$ cat src/rtl/mips_test_sequencer_pkg.sv
// Shared definitions for the MIPS self-test sequencer: FSM state encoding,
// test index width and the store comparison helper.
package mips_test_sequencer_pkg;

    localparam int TEST_IDX_W = 4;

    typedef enum logic [2:0] {
        S_IDLE  = 3'd0,
        S_RST   = 3'd1,
        S_RUN   = 3'd2,
        S_SCORE = 3'd3,
        S_DONE  = 3'd4
    } state_e;

    // A store matches only when both address and data agree with the table.
    function automatic logic store_match(input logic [31:0] adr,
                                         input logic [31:0] data,
                                         input logic [31:0] exp_adr,
                                         input logic [31:0] exp_data);
        return (adr == exp_adr) && (data == exp_data);
    endfunction

endpackage

$ cat src/rtl/mips_test_sequencer_store_matcher.sv
// Store matcher: compares each sampled core store against the expected
// address/data, keeps a sticky hit flag and a saturating mismatch counter.
module store_matcher
    import mips_test_sequencer_pkg::*;
#(
    parameter int MISS_W = 8
) (
    input  logic              clk,
    input  logic              reset,
    input  logic              clr_i,
    input  logic              en_i,
    input  logic              memwrite_i,
    input  logic [31:0]       dataadr_i,
    input  logic [31:0]       writedata_i,
    input  logic [31:0]       exp_adr_i,
    input  logic [31:0]       exp_data_i,
    output logic              hit_o,
    output logic [MISS_W-1:0] miss_count_o
);

    logic              hit_q,  hit_d;
    logic [MISS_W-1:0] miss_q, miss_d;

    // Clear wins over sampling; a miss stops counting once all ones.
    always_comb begin
        hit_d  = hit_q;
        miss_d = miss_q;
        if (clr_i) begin
            hit_d  = 1'b0;
            miss_d = '0;
        end else if (en_i && memwrite_i) begin
            if (store_match(dataadr_i, writedata_i, exp_adr_i, exp_data_i)) begin
                hit_d = 1'b1;
            end else if (!(&miss_q)) begin
                miss_d = miss_q + MISS_W'(1);
            end
        end
    end

    // Hit flag and mismatch counter registers.
    always_ff @(posedge clk or posedge reset) begin
        if (reset) begin
            hit_q  <= 1'b0;
            miss_q <= '0;
        end else begin
            hit_q  <= hit_d;
            miss_q <= miss_d;
        end
    end

    assign hit_o        = hit_q;
    assign miss_count_o = miss_q;

endmodule

$ cat src/rtl/mips_test_sequencer.sv
// MIPS self-test sequencer: runs NUM_TESTS programs back to back, holding
// the core in reset briefly before each, watching its store bus for a fixed
// window and scoring each test against an external expected-store table.
module mips_test_sequencer
    import mips_test_sequencer_pkg::*;
#(
    parameter int NUM_TESTS     = 10,
    parameter int RESET_CYCLES  = 2,
    parameter int WINDOW_CYCLES = 98,
    parameter int MISS_W        = 8
) (
    input  logic                  clk,
    input  logic                  reset,
    input  logic                  start,
    input  logic                  memwrite,
    input  logic [31:0]           dataadr,
    input  logic [31:0]           writedata,
    input  logic [31:0]           exp_adr,
    input  logic [31:0]           exp_data,
    output logic                  cpu_reset,
    output logic [TEST_IDX_W-1:0] test_idx,
    output logic                  test_done,
    output logic                  test_pass,
    output logic [4:0]            pass_count,
    output logic [MISS_W-1:0]     miss_count,
    output logic                  busy,
    output logic                  all_done
);

    // One counter serves both the reset hold and the run window.
    localparam int CNT_MAX = (WINDOW_CYCLES > RESET_CYCLES) ? WINDOW_CYCLES : RESET_CYCLES;
    localparam int CNT_W   = (CNT_MAX > 1) ? $clog2(CNT_MAX) : 1;

    localparam logic [CNT_W-1:0]      RST_LAST = CNT_W'(RESET_CYCLES - 1);
    localparam logic [CNT_W-1:0]      WIN_LAST = CNT_W'(WINDOW_CYCLES - 1);
    localparam logic [TEST_IDX_W-1:0] IDX_LAST = TEST_IDX_W'(NUM_TESTS - 1);

    state_e                  state_q, state_d;
    logic [CNT_W-1:0]        cnt_q,   cnt_d;
    logic [TEST_IDX_W-1:0]   idx_q,   idx_d;
    logic [4:0]              pass_q,  pass_d;
    logic                    clr;
    logic                    hit;

    // Next-state, counters and pass accounting.
    always_comb begin
        state_d = state_q;
        cnt_d   = cnt_q;
        idx_d   = idx_q;
        pass_d  = pass_q;
        clr     = 1'b0;
        case (state_q)
            S_IDLE, S_DONE: begin
                if (start) begin
                    state_d = S_RST;
                    cnt_d   = '0;
                    idx_d   = '0;
                    pass_d  = '0;
                    clr     = 1'b1;
                end
            end
            S_RST: begin
                if (cnt_q == RST_LAST) begin
                    state_d = S_RUN;
                    cnt_d   = '0;
                end else begin
                    cnt_d = cnt_q + CNT_W'(1);
                end
            end
            S_RUN: begin
                if (cnt_q == WIN_LAST) begin
                    state_d = S_SCORE;
                    cnt_d   = '0;
                end else begin
                    cnt_d = cnt_q + CNT_W'(1);
                end
            end
            S_SCORE: begin
                pass_d = pass_q + {4'b0000, hit};
                if (idx_q == IDX_LAST) begin
                    state_d = S_DONE;
                end else begin
                    idx_d   = idx_q + TEST_IDX_W'(1);
                    clr     = 1'b1;
                    state_d = S_RST;
                end
            end
            default: begin
                state_d = S_IDLE;
            end
        endcase
    end

    // Sequencer state registers.
    always_ff @(posedge clk or posedge reset) begin
        if (reset) begin
            state_q <= S_IDLE;
            cnt_q   <= '0;
            idx_q   <= '0;
            pass_q  <= '0;
        end else begin
            state_q <= state_d;
            cnt_q   <= cnt_d;
            idx_q   <= idx_d;
            pass_q  <= pass_d;
        end
    end

    store_matcher #(
        .MISS_W (MISS_W)
    ) u_matcher (
        .clk          (clk),
        .reset        (reset),
        .clr_i        (clr),
        .en_i         (state_q == S_RUN),
        .memwrite_i   (memwrite),
        .dataadr_i    (dataadr),
        .writedata_i  (writedata),
        .exp_adr_i    (exp_adr),
        .exp_data_i   (exp_data),
        .hit_o        (hit),
        .miss_count_o (miss_count)
    );

    assign cpu_reset  = (state_q != S_RUN);
    assign test_idx   = idx_q;
    assign test_done  = (state_q == S_SCORE);
    assign test_pass  = (state_q == S_SCORE) && hit;
    assign pass_count = pass_q;
    assign busy       = (state_q == S_RST) || (state_q == S_RUN) || (state_q == S_SCORE);
    assign all_done   = (state_q == S_DONE);

endmodule

$ cat config.mk
export PLATFORM = sky130hd
export DESIGN_NAME = mips_test_sequencer
export DESIGN_NICKNAME = d
export VERILOG_FILES = /design/src/rtl/mips_test_sequencer_pkg.sv /design/src/rtl/mips_test_sequencer_store_matcher.sv /design/src/rtl/mips_test_sequencer.sv
export SDC_FILE = /design/constraint.sdc
export NUM_CORES = 1
export LEC_CHECK = 0
export BUFFER_PORTS_ARGS = -buffer_cell sky130_fd_sc_hd__buf_4
export CAP_MARGIN = 20
export CORE_MARGIN = 8
export CORE_UTILIZATION = 40
export DETAILED_ROUTE_END_ITERATION = 10
export GPL_ROUTABILITY_DRIVEN = 0
export GPL_TIMING_DRIVEN = 0
export PLACE_DENSITY = 0.77
export REMOVE_ABC_BUFFERS = 1
export SKIP_LAST_GASP = 1
export SYNTH_ARGS = -nofsm -noshare
export SYNTH_HDL_FRONTEND = slang
export SYNTH_SLANG_ARGS = --single-unit
export TNS_END_PERCENT = 50
$ cat constraint.sdc
create_clock -name clk -period 3.4 [get_ports clk]
set_clock_uncertainty 0.15 [all_clocks]
set_input_delay 0 -clock clk [delete_from_list [all_inputs] [get_ports clk]]
set_output_delay 0 -clock clk [all_outputs]
set_load 0.05 [all_outputs]
==> metrics.md, run 1 <==
| Metric | Value |
|---|---|
| Status | `complete, no violations` |
| Min cycle time layout | `2.512 ns` |
| Synthesis warning total | `0` |
| Synthesized area per cell | `9.075 sq um` |
| Ant. Diodes | `0` |
| Ys async rst share | `100.0%` |
| Initial antenna violation count | `0` |
| DR pass1 iterations | `4` |
| Die X | `91.76 um` |
| Tot GR Track Use | `18.15%` |
| Clk Latency, worst-skew pair | `0.28 ns` |
| Most used DFF post-synth | `dfrtp_1` |
| Total grt overflow | `0` |
| Worst Tran Pin Value | `0.8504 ns` |
| Clk slew on worst S/H paths | `0.10 ns` |
| Post-Layout Cell Count | `480` |
| Fmax | `0.3980 GHz` |
| Bufs on Longest Clock Path | `2` |
| Residual DRC | `0` |
| Largest net degree at the start of global routing | `29` |
| Total Wirelength | `7834 um` |
| Gate Count Post-Synth | `253` |
| MaxCap Viol Count | `0` |
| Number of routed nets with antenna violations | `0` |
| Port Buffer Count | `153` |
| Boundary Pins | `154` |
| Met3 usage in global routing | `6.846%` |
| Arrival @ worst endpoint | `2.52 ns` |
| Most frequent cells in the layout | `buf_4, xor2_1, dfrtp_1, nand2_1, nor4_1` |
| GRT busiest layer | `met2` |
| Max IR drop VDD | `0.0003454 V` |
| # fillers | `479` |
| Max-slew violations | `0` |
| Synth unique cells | `44` |
| Routed len/inst | `16.32 um` |
| Syn Std Cell Area | `2296 sq um` |
| Fin nets | `548` |
| RSZ-0062 raised after global routing | `false` |
| Area growth syn-to-layout | `57.98%` |
| HPWL after detailed placement | `6880 um` |
| TritonCTS clock tree | `yes` |
| Clock Sinks | `28` |
| 1st-iter DRT viols | `47` |
| Vias | `2435` |
| Kind of critical path | `flip-flop to flip-flop` |
| LEAKAGE | `1.800 nW` |
| Fin crit share | `73.89%` |
| Root Buffer | `clkbuf_8` |
| Max Fanout on Critical Path | `12` |
| Post-synth EDFFs | `0` |
| Post-synth top area cell | `dfrtp_1` |
| Yosys reg bits | `28` |
| Number of H-tree levels | `1` |
| Sum Neg Setup Slack | `0 ns` |
| Most common cell after layout, fill and taps aside | `buf_4` |
| Setup crit end kind | `flip-flop` |
| Synth top area cells | `dfrtp_1, xor2_1, nor4_1` |
| M2 GR Usage | `34.45%` |
| Fin. Hold Viols | `0` |
| Num CTS Buffers | `3` |
| Dpl cells | `472` |
| CP startpoint kind | `flip-flop` |
| Slew Limit Headroom | `43.30%` |
| Power density cells | `449.4 nW/um^2` |
| Post-synth top area share | `30.52%` |
| Hold Crit Class | `input pin to async pin` |
| Share of layout cells above drive strength 1 | `43.14%` |
| CP Data Required Time | `3.41 ns` |
| Number of global-route vias before repair | `2531` |
| Die Span Y | `91.76 um` |
| First-pass GRT wire length | `12540 um` |
| Cell Rows | `27` |
| Setup violators final | `0` |
| Met1 GRT Util | `19.05%` |
| Drt via density | `5.073` |
| Register area share after synthesis | `30.52%` |
| Die ar. | `8420 sq um` |
| Initial core utilization | `41.44%` |
| Core ar. | `5540 sq um` |
[routing by layer]
metal / part of all wire (%) / up-vias / routed length, um
li1: - / 1218 / -
met1: 38 / 1141 / 2944
met2: 54 / 72 / 4241
met3: 7.6 / 4 / 595
met4: 0.66 / 0 / 52
met5: 0 / - / 0
[Yosys cell counts, types with 2 or more instances]
master	number
ha_1	7
nor4_1	17
a31oi_1	2
inv_1	3
mux2i_1	4
a21oi_1	7
o21ai_0	15
or4_2	4
nand3_1	5
and2_1	2
o211ai_1	4
nand4_1	9
nor2b_1	2
a22o_1	2
nand2_1	21
clkbuf_1	2
xor2_1	66
o31ai_1	6
nor2_1	16
dfrtp_1	28
nand2b_1	4
nor3_1	3
buf_2	3
[sequential cells by signal, indices dropped and copies added (netlist names)]
signal and count:
u_matcher.miss_count_o 8, cnt_q 7, pass_count 5, test_idx 4, state_q 3, u_matcher.hit_o 1
[path summary, 6_finish.rpt]
path | end | cells after the start | slack (ns) | from
max | state_q[2] | 6 | 0.89 | cnt_q[1]
min | cnt_q[3] | 3 | 0.05 | reset
max reg2reg | state_q[2] | 6 | 0.89 | cnt_q[1]
min reg2reg | pass_count[4] | 1 | 0.34 | pass_count[4]
max in group asynchronous | u_matcher.miss_count_o[0] | 4 | 2.64 | reset
min in group clk | u_matcher.hit_o | 4 | 0.07 | memwrite
[worst max-delay path: stages, from the launching register on]
cell and delay (ns):
dfrtp_1 0.42, inv_1 0.07, ha_1 0.13, or4b_2 0.60
o21ai_1 0.63, o31ai_1 0.22, o2bb2ai_1 0.18
[repair_timing]
| action | in CTS | in global routing |
|---|---|---|
| buffers inserted | 0 | 0 |
| setup endpoints to repair | 0 | 0 |
| gates resized for setup | 0 | 0 |
| endpoints found under the hold margin | 31 | 0 |
| hold buffers | 2 | 0 |
[final cells by class]
class	count	area (sq um)	share of cell area, %
timing repair buffer	157	1204	33.18
multi-input combinational	215	1546	42.64
tap	72	90.09	2.484
sequential	28	700.7	19.32
clock inverter	1	30.03	0.8279
clock buffer	3	41.29	1.138
inverter	4	15.01	0.4139
[stage by stage]
stage	power, mW	instance area (sq um)	utilization [%]	hold slack [ns]	setup slack [ns]
after floorplan	1.052	2262	-	-0.08459	0.9843
after global placement	1.349	3501	63.19	0.1608	0.9509
after detailed placement	1.368	3501	63.19	0.1796	0.9269
after CTS	1.634	3592	64.84	0.06480	0.9044
after global routing	1.762	3627	65.47	0.07359	0.6312
final	1.630	3627	65.47	0.05074	0.8877
[kinds of logic (layout without fill, tap and decap cells)]
group	Yosys count	after routing	share of synthesized area, %
multiplexers	4	4	1.744
adder cells (fa/ha/maj)	7	7	3.815
XOR/XNOR	66	66	25.18
AND/OR/NAND/NOR	96	96	24.31
flip-flops	28	28	30.52
AO/OA/AOI/OAI	42	42	12.32
buffers and inverters	10	165	2.125
[power by group]
part	switching, mW	total [mW]	internal [mW]
combinational	0.524	0.892	0.368
clock	0.104	0.262	0.158
sequential	0.0868	0.477	0.390
(Power assumes the default switching activity.)
==> run 2, diff against run 1 <==
CORE_UTILIZATION = 38   (was 40)
clock period = 2.25 ns   (was 3.4 ns; I/O delays follow)
==> run 2 against run 1 <==
Sequential share of layout area shrank 0.66 points. Maximum frequency up 14%. Via count is 4.3% higher. Register-to-register slack worse by 0.83 ns. Global-route usage up 0.16 points. Core utilization down 1.3 points. Final cell count increased by 4.6%. Worst hold slack gained 0.036 ns.
==> metrics.md, run 2 (same netlist as run 1, synthesis figures left out) <==
| Metric | Value |
|---|---|
| Most common cell after layout, fill and taps aside | `buf_4` |
| CP bufs+invs | `1 (unchanged)` |
| Number of H-tree levels | `1 (unchanged)` |
| Die X | `93.73 um (+2.1%)` |
| Combinational share of power | `61.9% (+7.2 points)` |
| Clk Latency, worst-skew pair | `0.27 ns (about the same)` |
| Boundary Pins | `154 (unchanged)` |
| Worst Tran Pin Value | `0.5421 ns (-0.3084 ns)` |
| Cell Rows | `28 (+3.7%)` |
| CP Data Required Time | `2.31 ns (-1.10 ns)` |
| Vias | `2539 (+4.3%)` |
| Clock Sinks | `28 (unchanged)` |
| Crit path depth | `7 (+1)` |
| Drt via density | `5.058 (-0.30%)` |
| Die Span Y | `93.73 um (+2.1%)` |
| Net Sw Frac | `45.39% (+1.5 points)` |
| Core ar. | `5886 sq um (+6.2%)` |
| Dpl cells | `475 (+0.64%)` |
| Post-Layout Cell Count | `502 (+4.6%)` |
| # fillers | `495 (+3.3%)` |
| Final Instance Area | `3775 sq um (+4.1%)` |
| Max-slew violations | `0 (unchanged)` |
| Initial antenna violation count | `3 (+3)` |
| Clock power share | `10.2% (-5.9 points)` |
| Min cycle time layout | `2.194 ns (-0.3181 ns)` |
| Total grt overflow | `0 (unchanged)` |
| Fin nets | `565 (+3.1%)` |
| Max Fanout on Critical Path | `13 (+1)` |
| TritonCTS clock tree | `yes` |
| Total Power | `2.598 mW (+59%)` |
| Internal power | `1.419 mW (+55%)` |
| Share of layout cells above drive strength 1 | `46.70% (+3.6 points)` |
| Top Family by Delay on Critical Path | `simple AND/OR/NAND/NOR gates` |
| Fin. Hold Viols | `0 (unchanged)` |
| Tot GR Track Use | `18.30% (+0.16 points)` |
| Area growth syn-to-layout | `64.41%` |
| Most frequent cells in the layout | `buf_4, xor2_1, dfrtp_1, nand2_1, nor4_1` |
| Clk slew on worst S/H paths | `0.09 ns (about the same)` |
| First-pass GRT wire length | `12820 um (+2.3%)` |
| Setup crit end kind | `flip-flop` |
| 1st-iter DRT viols | `91 (+94%)` |
| Arrival @ worst endpoint | `2.25 ns (-0.27 ns)` |
| Cell Chain, Critical Path | `nand3b_4, inv_6, a21o_4, o22ai_4, or3_1, or4_1, nand2_1` |
| Reg2reg path depth | `7 (+1)` |
| Fin crit share | `97.52% (+24 points)` |
| Number of flip-flops in the largest register | `8 (unchanged)` |
| Die ar. | `8785 sq um (+4.3%)` |
| Residual DRC | `0 (unchanged)` |
| Status | `complete, no violations` |
| Number of routed nets with antenna violations | `0 (unchanged)` |
| Slew Limit Headroom | `63.73% (+20 points)` |
| Routed len/inst | `16.98 um (+4.0%)` |
| Bufs on Longest Clock Path | `2 (unchanged)` |
| Fmax | `0.4558 GHz (+14%)` |
| Hold depth | `4` |
| CP startpoint kind | `flip-flop` |
| Max IR drop VDD | `0.0006726 V (+95%)` |
| Num CTS Buffers | `3 (unchanged)` |
| RSZ-0062 raised after global routing | `true` |
| Total Wirelength | `8522 um (+8.8%)` |
| Kind of critical path | `flip-flop to flip-flop` |
| Root Buffer | `clkbuf_8` |
| Power density cells | `688.2 nW/um^2 (+53%)` |
| Initial core utilization | `39.01% (-2.4 points)` |
| Worst slack, placed | `-0.2447 ns (-1.172 ns)` |
| Slowest CP cell | `dfrtp_2` |
| Psw | `1.179 mW (+65%)` |
| LEAKAGE | `1.873 nW (+4.0%)` |
| HPWL after detailed placement | `7201 um (+4.7%)` |
| Critical Path Max Stage Delay | `0.46 ns (-0.17 ns)` |
| DR pass1 iterations | `4 (unchanged)` |
| Port Buffer Count | `153 (unchanged)` |
| Hold Crit Class | `input pin to flip-flop` |
| Setup violators final | `0 (unchanged)` |
| Number of global-route vias before repair | `2621 (+3.6%)` |
| Seq pwr share | `27.8% (-1.4 points)` |
| Placed cell areas | `3505 sq um (+0.11%)` |
| Largest net degree at the start of global routing | `29 (unchanged)` |
| MaxCap Viol Count | `0 (unchanged)` |
| Worst Slack Setup Final | `0.05582 ns (-0.8319 ns)` |
==> run 2: cell types whose count changed in the layout (fill, tap and decap cells not counted), moves of 3 or more <==
| cell | change |
|---|---|
| buf_4 | +17 |
| dfrtp_1 | -3 |
| dfrtp_2 | +3 |
| diode_2 | +3 |
==> run 2: power groups by stage <==
stage | sequential [mW] | clock (mW) | combinational [mW]
floorplan | 0.842 | 0 | 0.747
global placement | 0.727 | 0 | 1.31
detailed placement | 0.731 | 0 | 1.35
CTS | 0.724 | 0.274 | 1.42
global route | 0.741 | 0.294 | 1.76
finish | 0.723 | 0.266 | 1.61
==> run 2: layer usage <==
layer / routed length (um) / share of wire, % / global-route usage, % / up-vias
met4: 261 / 3.1 / 7.662 / 0
met1: 2896 / 34 / 18.02 / 1169
met2: 4587 / 54 / 33.31 / 103
li1: - / - / - / 1255
met3: 777 / 9.1 / 7.114 / 12
met5: 0 / 0 / 0 / -
==> run 2: worst register-to-register path, cell delays in order, from the launching register on <==
cell      delay (ns)
dfrtp_2         0.46
nand3b_4        0.24
inv_6           0.14
a21o_4          0.18
o22ai_4         0.10
or3_1           0.38
or4_1           0.40
nand2_1         0.07
==> run 2: cell type report <==
cell class / instances / area, sq um / area share, %
Multi-Input combinational cell: 216 / 1584 / 41.96
Sequential cell: 28 / 704.4 / 18.66
Tap cell: 75 / 93.84 / 2.486
Clock buffer: 3 / 41.29 / 1.094
Timing Repair Buffer: 173 / 1324 / 35.07
Antenna cell: 3 / 7.507 / 0.1989
Inverter: 4 / 20.02 / 0.5303
==> run 2: repair_timing <==
action                                  4_1_cts  5_1_grt
endpoints found under the setup margin       15       10
resized for setup                             8        3
hold buffers                                  2        0
hold endpoints to repair                     33        0
gates cloned                                  0        1
pin swaps                                     1        4
buffers inserted                              3       13
==> run 2: path summary, 6_finish.rpt <==
kind / from / end / slack, ns
max in group asynchronous: reset / state_q[2] / 1.39
worst max-delay path: state_q[2] / u_matcher.miss_count_o[7] / 0.06
worst min register to register: pass_count[4] / pass_count[4] / 0.37
min in group asynchronous: reset / cnt_q[6] / 0.11
worst min-delay path: memwrite / u_matcher.hit_o / 0.09
worst max register to register: state_q[2] / u_matcher.miss_count_o[7] / 0.06
==> run 2: stage by stage <==
stage | utilization, % | hold WS, ns | setup TNS, ns
4_1_cts | 61.42 | 0.08788 | 0
5_1_grt | 64.14 | 0.08872 | -0.06056
3_5_place_dp | 59.55 | 0.1832 | -2.376
3_3_place_gp | 59.55 | 0.1747 | -1.495
2_1_floorplan | - | -0.08459 | -0.6502
6_report | 64.14 | 0.08704 | 0
==> run 3, diff against run 2 <==
ABC_AREA = 1   (was not set)
CORE_UTILIZATION = 40   (was 38)
PLACE_DENSITY = 0.75   (was 0.77)
==> run 3 against run 2 <==
Non-clock buffer count shrank 16. Clock power is 3% lower. Setup slack better by 0.14 ns. Die area is 16% higher. Total power is 13% higher. Combinational power rose by 16%. Worst hold slack improved by 0.084 ns. Sequential cell count unchanged. Critical path type unchanged. Critical endpoint is now test_idx[2]. Highest routed layer unchanged.
==> metrics.md, run 3 <==
| Metric | Value |
|---|---|
| Post-synth EDFFs | `0 (unchanged)` |
| TritonCTS clock tree | `yes` |
| Arrival @ worst endpoint | `2.07 ns (-0.18 ns)` |
| CTS resizes | `0 (-8)` |
| Critical Path Max Stage Delay | `0.43 ns (-0.03 ns)` |
| Top cells by count, synth | `nand2_1, inv_1, nor2_1, dfrtp_1, nand3_1` |
| Die X | `100.9 um (+7.6%)` |
| LEAKAGE | `2.643 nW (+41%)` |
| Most used cell, CP | `nand2_1` |
| Fin. Hold Viols | `0 (unchanged)` |
| Clk Latency, worst-skew pair | `0.26 ns (about the same)` |
| Post-route core utilization | `59.62% (-4.5 points)` |
| Clock Sinks | `28 (unchanged)` |
| Hold Crit Class | `input pin to async pin` |
| Cell with the most instances after synthesis | `nand2_1` |
| Post-Synth Adder-Cell Area | `3.038% (-0.78 points)` |
| Gate Count Post-Synth | `527 (+110%)` |
| Die Span Y | `100.9 um (+7.6%)` |
| Final Instance Area | `4232 sq um (+12%)` |
| Share of layout cells above drive strength 1 | `24.56% (-22 points)` |
| Max-slew violations | `0 (unchanged)` |
| Ant. Diodes | `0 (-3)` |
| Max IR drop VDD | `0.0004525 V (-33%)` |
| Syn Std Cell Area | `2883 sq um (+26%)` |
| Tot GR Track Use | `16.20% (-2.1 points)` |
| Setup violators final | `0 (unchanged)` |
| Routed len/inst | `10.67 um (-37%)` |
| Power density cells | `694.3 nW/um^2 (+0.89%)` |
| Boundary Pins | `154 (unchanged)` |
| Core ar. | `7098 sq um (+21%)` |
| Setup slack, reg-to-reg | `0.19 ns (+0.14 ns)` |
| Most used DFF post-synth | `dfrtp_1` |
| First-pass GRT wire length | `13880 um (+8.3%)` |
| 1st-iter DRT viols | `89 (-2.2%)` |
| Fmax | `0.4857 GHz (+6.6%)` |
| Worst Tran Pin Value | `0.5149 ns (-0.02723 ns)` |
| Reg2reg end | `test_idx[2]` |
| Bufs on Longest Clock Path | `2 (unchanged)` |
| Placed cell areas | `4160 sq um (+19%)` |
| Port Buffer Count | `153 (unchanged)` |
| Most frequent cells in the layout | `nand2_1, buf_4, inv_1, nor2_1, dfrtp_1` |
| HPWL after detailed placement | `7267 um (+0.92%)` |
| Xor and xnor area share after synthesis | `5.165% (-20 points)` |
| Worst slack, placed | `0.1885 ns (+0.4332 ns)` |
| DR pass1 iterations | `4 (unchanged)` |
| Most common cell after layout, fill and taps aside | `nand2_1` |
| Reg2reg path depth | `8 (+1)` |
| Max Fanout on Critical Path | `12 (-1)` |
| RSZ-0062 raised after global routing | `false` |
| Residual DRC | `0 (unchanged)` |
| Clk slew on worst S/H paths | `0.09 ns (about the same)` |
| Kind of critical path | `flip-flop to flip-flop` |
| Cell Rows | `31 (+11%)` |
| Post-synth top area cell | `nand2_1` |
| Sum Neg Setup Slack | `0 ns (unchanged)` |
| Drt via density | `4.450 (-12%)` |
| Largest net degree at the start of global routing | `19 (-34%)` |
| Number of global-route vias before repair | `3356 (+28%)` |
| Total Wirelength | `8358 um (-1.9%)` |
| Status | `complete, no violations` |
| Cell Chain, Critical Path | `nor2_1, nand2_2, nand2_1, nand2_4, inv_1, nand2_1, o21ai_0, a21oi_1` |
| Simple-gate share of the synthesized area | `45.40% (+21 points)` |
| Combinational family with the most area after synthesis | `simple AND/OR/NAND/NOR gates` |
| Min cycle time layout | `2.059 ns (-0.1353 ns)` |
| Initial core utilization | `40.61% (+1.6 points)` |
| Post-synth top area share | `24.48% (-6.0 points)` |
| MaxCap Viol Count | `0 (unchanged)` |
| Vias | `3484 (+37%)` |
| Critical Path Source | `state_q[1]` |
| Synth Area in Compound Gates | `6.163% (-6.2 points)` |
| Area growth syn-to-layout | `46.79%` |
| CP Data Required Time | `2.26 ns (-0.05 ns)` |
| Synth top area cells | `nand2_1, dfrtp_1, inv_1` |
| Total grt overflow | `0 (unchanged)` |
| Slew Limit Headroom | `65.64% (+1.9 points)` |
| Number of routed nets with antenna violations | `0 (unchanged)` |
| RR Startpoint | `state_q[1]` |
| Ys async rst share | `100.0% (unchanged)` |
| Register area share after synthesis | `24.31% (-6.2 points)` |
| Worst Slack Setup Final | `0.1911 ns (+0.1353 ns)` |
| Mux contribution to synthesized area | `0% (-1.7 points)` |
| CP startpoint kind | `flip-flop` |
| Fin nets | `825 (+46%)` |
| Root Buffer | `clkbuf_8` |
| Synth unique cells | `32 (-27%)` |
| Num CTS Buffers | `3 (unchanged)` |
| Synthesis warning total | `0 (unchanged)` |
| Number of flip-flops in the largest register | `8 (unchanged)` |
| Die ar. | `10180 sq um (+16%)` |
| Number of H-tree levels | `1 (unchanged)` |
| Fin crit share | `91.51% (-6.0 points)` |
| Initial antenna violation count | `0 (-3)` |
| Synthesized area per cell | `5.470 sq um (-40%)` |
| Setup crit end kind | `flip-flop` |
| Yosys reg bits | `28 (unchanged)` |
| Slowest CP cell | `dfrtp_1` |
| Total Power | `2.938 mW (+13%)` |
| CP endpoint | `test_idx[2]` |
[run 3: layer usage]
layer	part of all wire [%]	track usage [%]	up-vias
met5	0	0	-
met4	1.2	2.978	0
met3	7.8	4.144	6
met2	50	30.92	100
met1	41	17.45	1503
li1	-	-	1875
[run 3: final cells by class]
class	count	area (sq um)
Fill cell	732	2867
Sequential cell	28	700.7
Timing Repair Buffer	157	1206
Clock buffer	3	41.29
Inverter	116	436.7
Tap cell	99	123.9
Multi-Input combinational cell	380	1723
[run 3: metrics by stage]
| stage | instances | hold WS (ns) |
|---|---|---|
| after global placement | 776 | 0.1750 |
| after floorplan | 524 | -0.08459 |
| after global routing | 783 | 0.2152 |
| after CTS | 783 | 0.1771 |
| final | 783 | 0.1707 |
| after detailed placement | 777 | -0.08832 |
[run 3: cells by family (layout without fill, tap and decap cells)]
family	after synthesis	in the layout
xor gates and xnor gates	17	17
AOI/OAI and AO/OA	29	29
and+or+nand+nor	327	327
DFF	28	28
adders and majority gates	7	7
buffers and inverters	119	276
[run 3: worst max-delay path: cells and delay by family, from the launching register on]
kind	cells	cell delay, ns
buffers and inverters	1	0.32
DFF	1	0.43
AOI/OAI and AO/OA	2	0.22
and+or+nand+nor	5	0.84
[run 3: how the worst min path moves through the flow]
stage	from	to	slack [ns]	cells past startpoint
floorplan	reset	cnt_q[0]	-0.08	1
global route	reset	state_q[2]	0.22	3
global placement	memwrite	u_matcher.hit_o	0.17	3
detailed placement	reset	state_q[2]	-0.09	2
CTS	reset	state_q[2]	0.18	3
finish	reset	state_q[2]	0.17	3
[run 3: timing repair]
item / CTS / global route
hold buffers: 3 / 0
hold endpoints to repair: 34 / 0
setup buffers: 0 / 0
endpoints found under the setup margin: 0 / 0
[run 3: where the power goes]
part | internal (mW) | leakage [nW] | switching (mW)
sequential | 0.646 | 0.378 | 0.176
combinational | 0.656 | 2.24 | 1.20
clock | 0.120 | 0.0216 | 0.139
total | 1.42 | 2.64 | 1.52
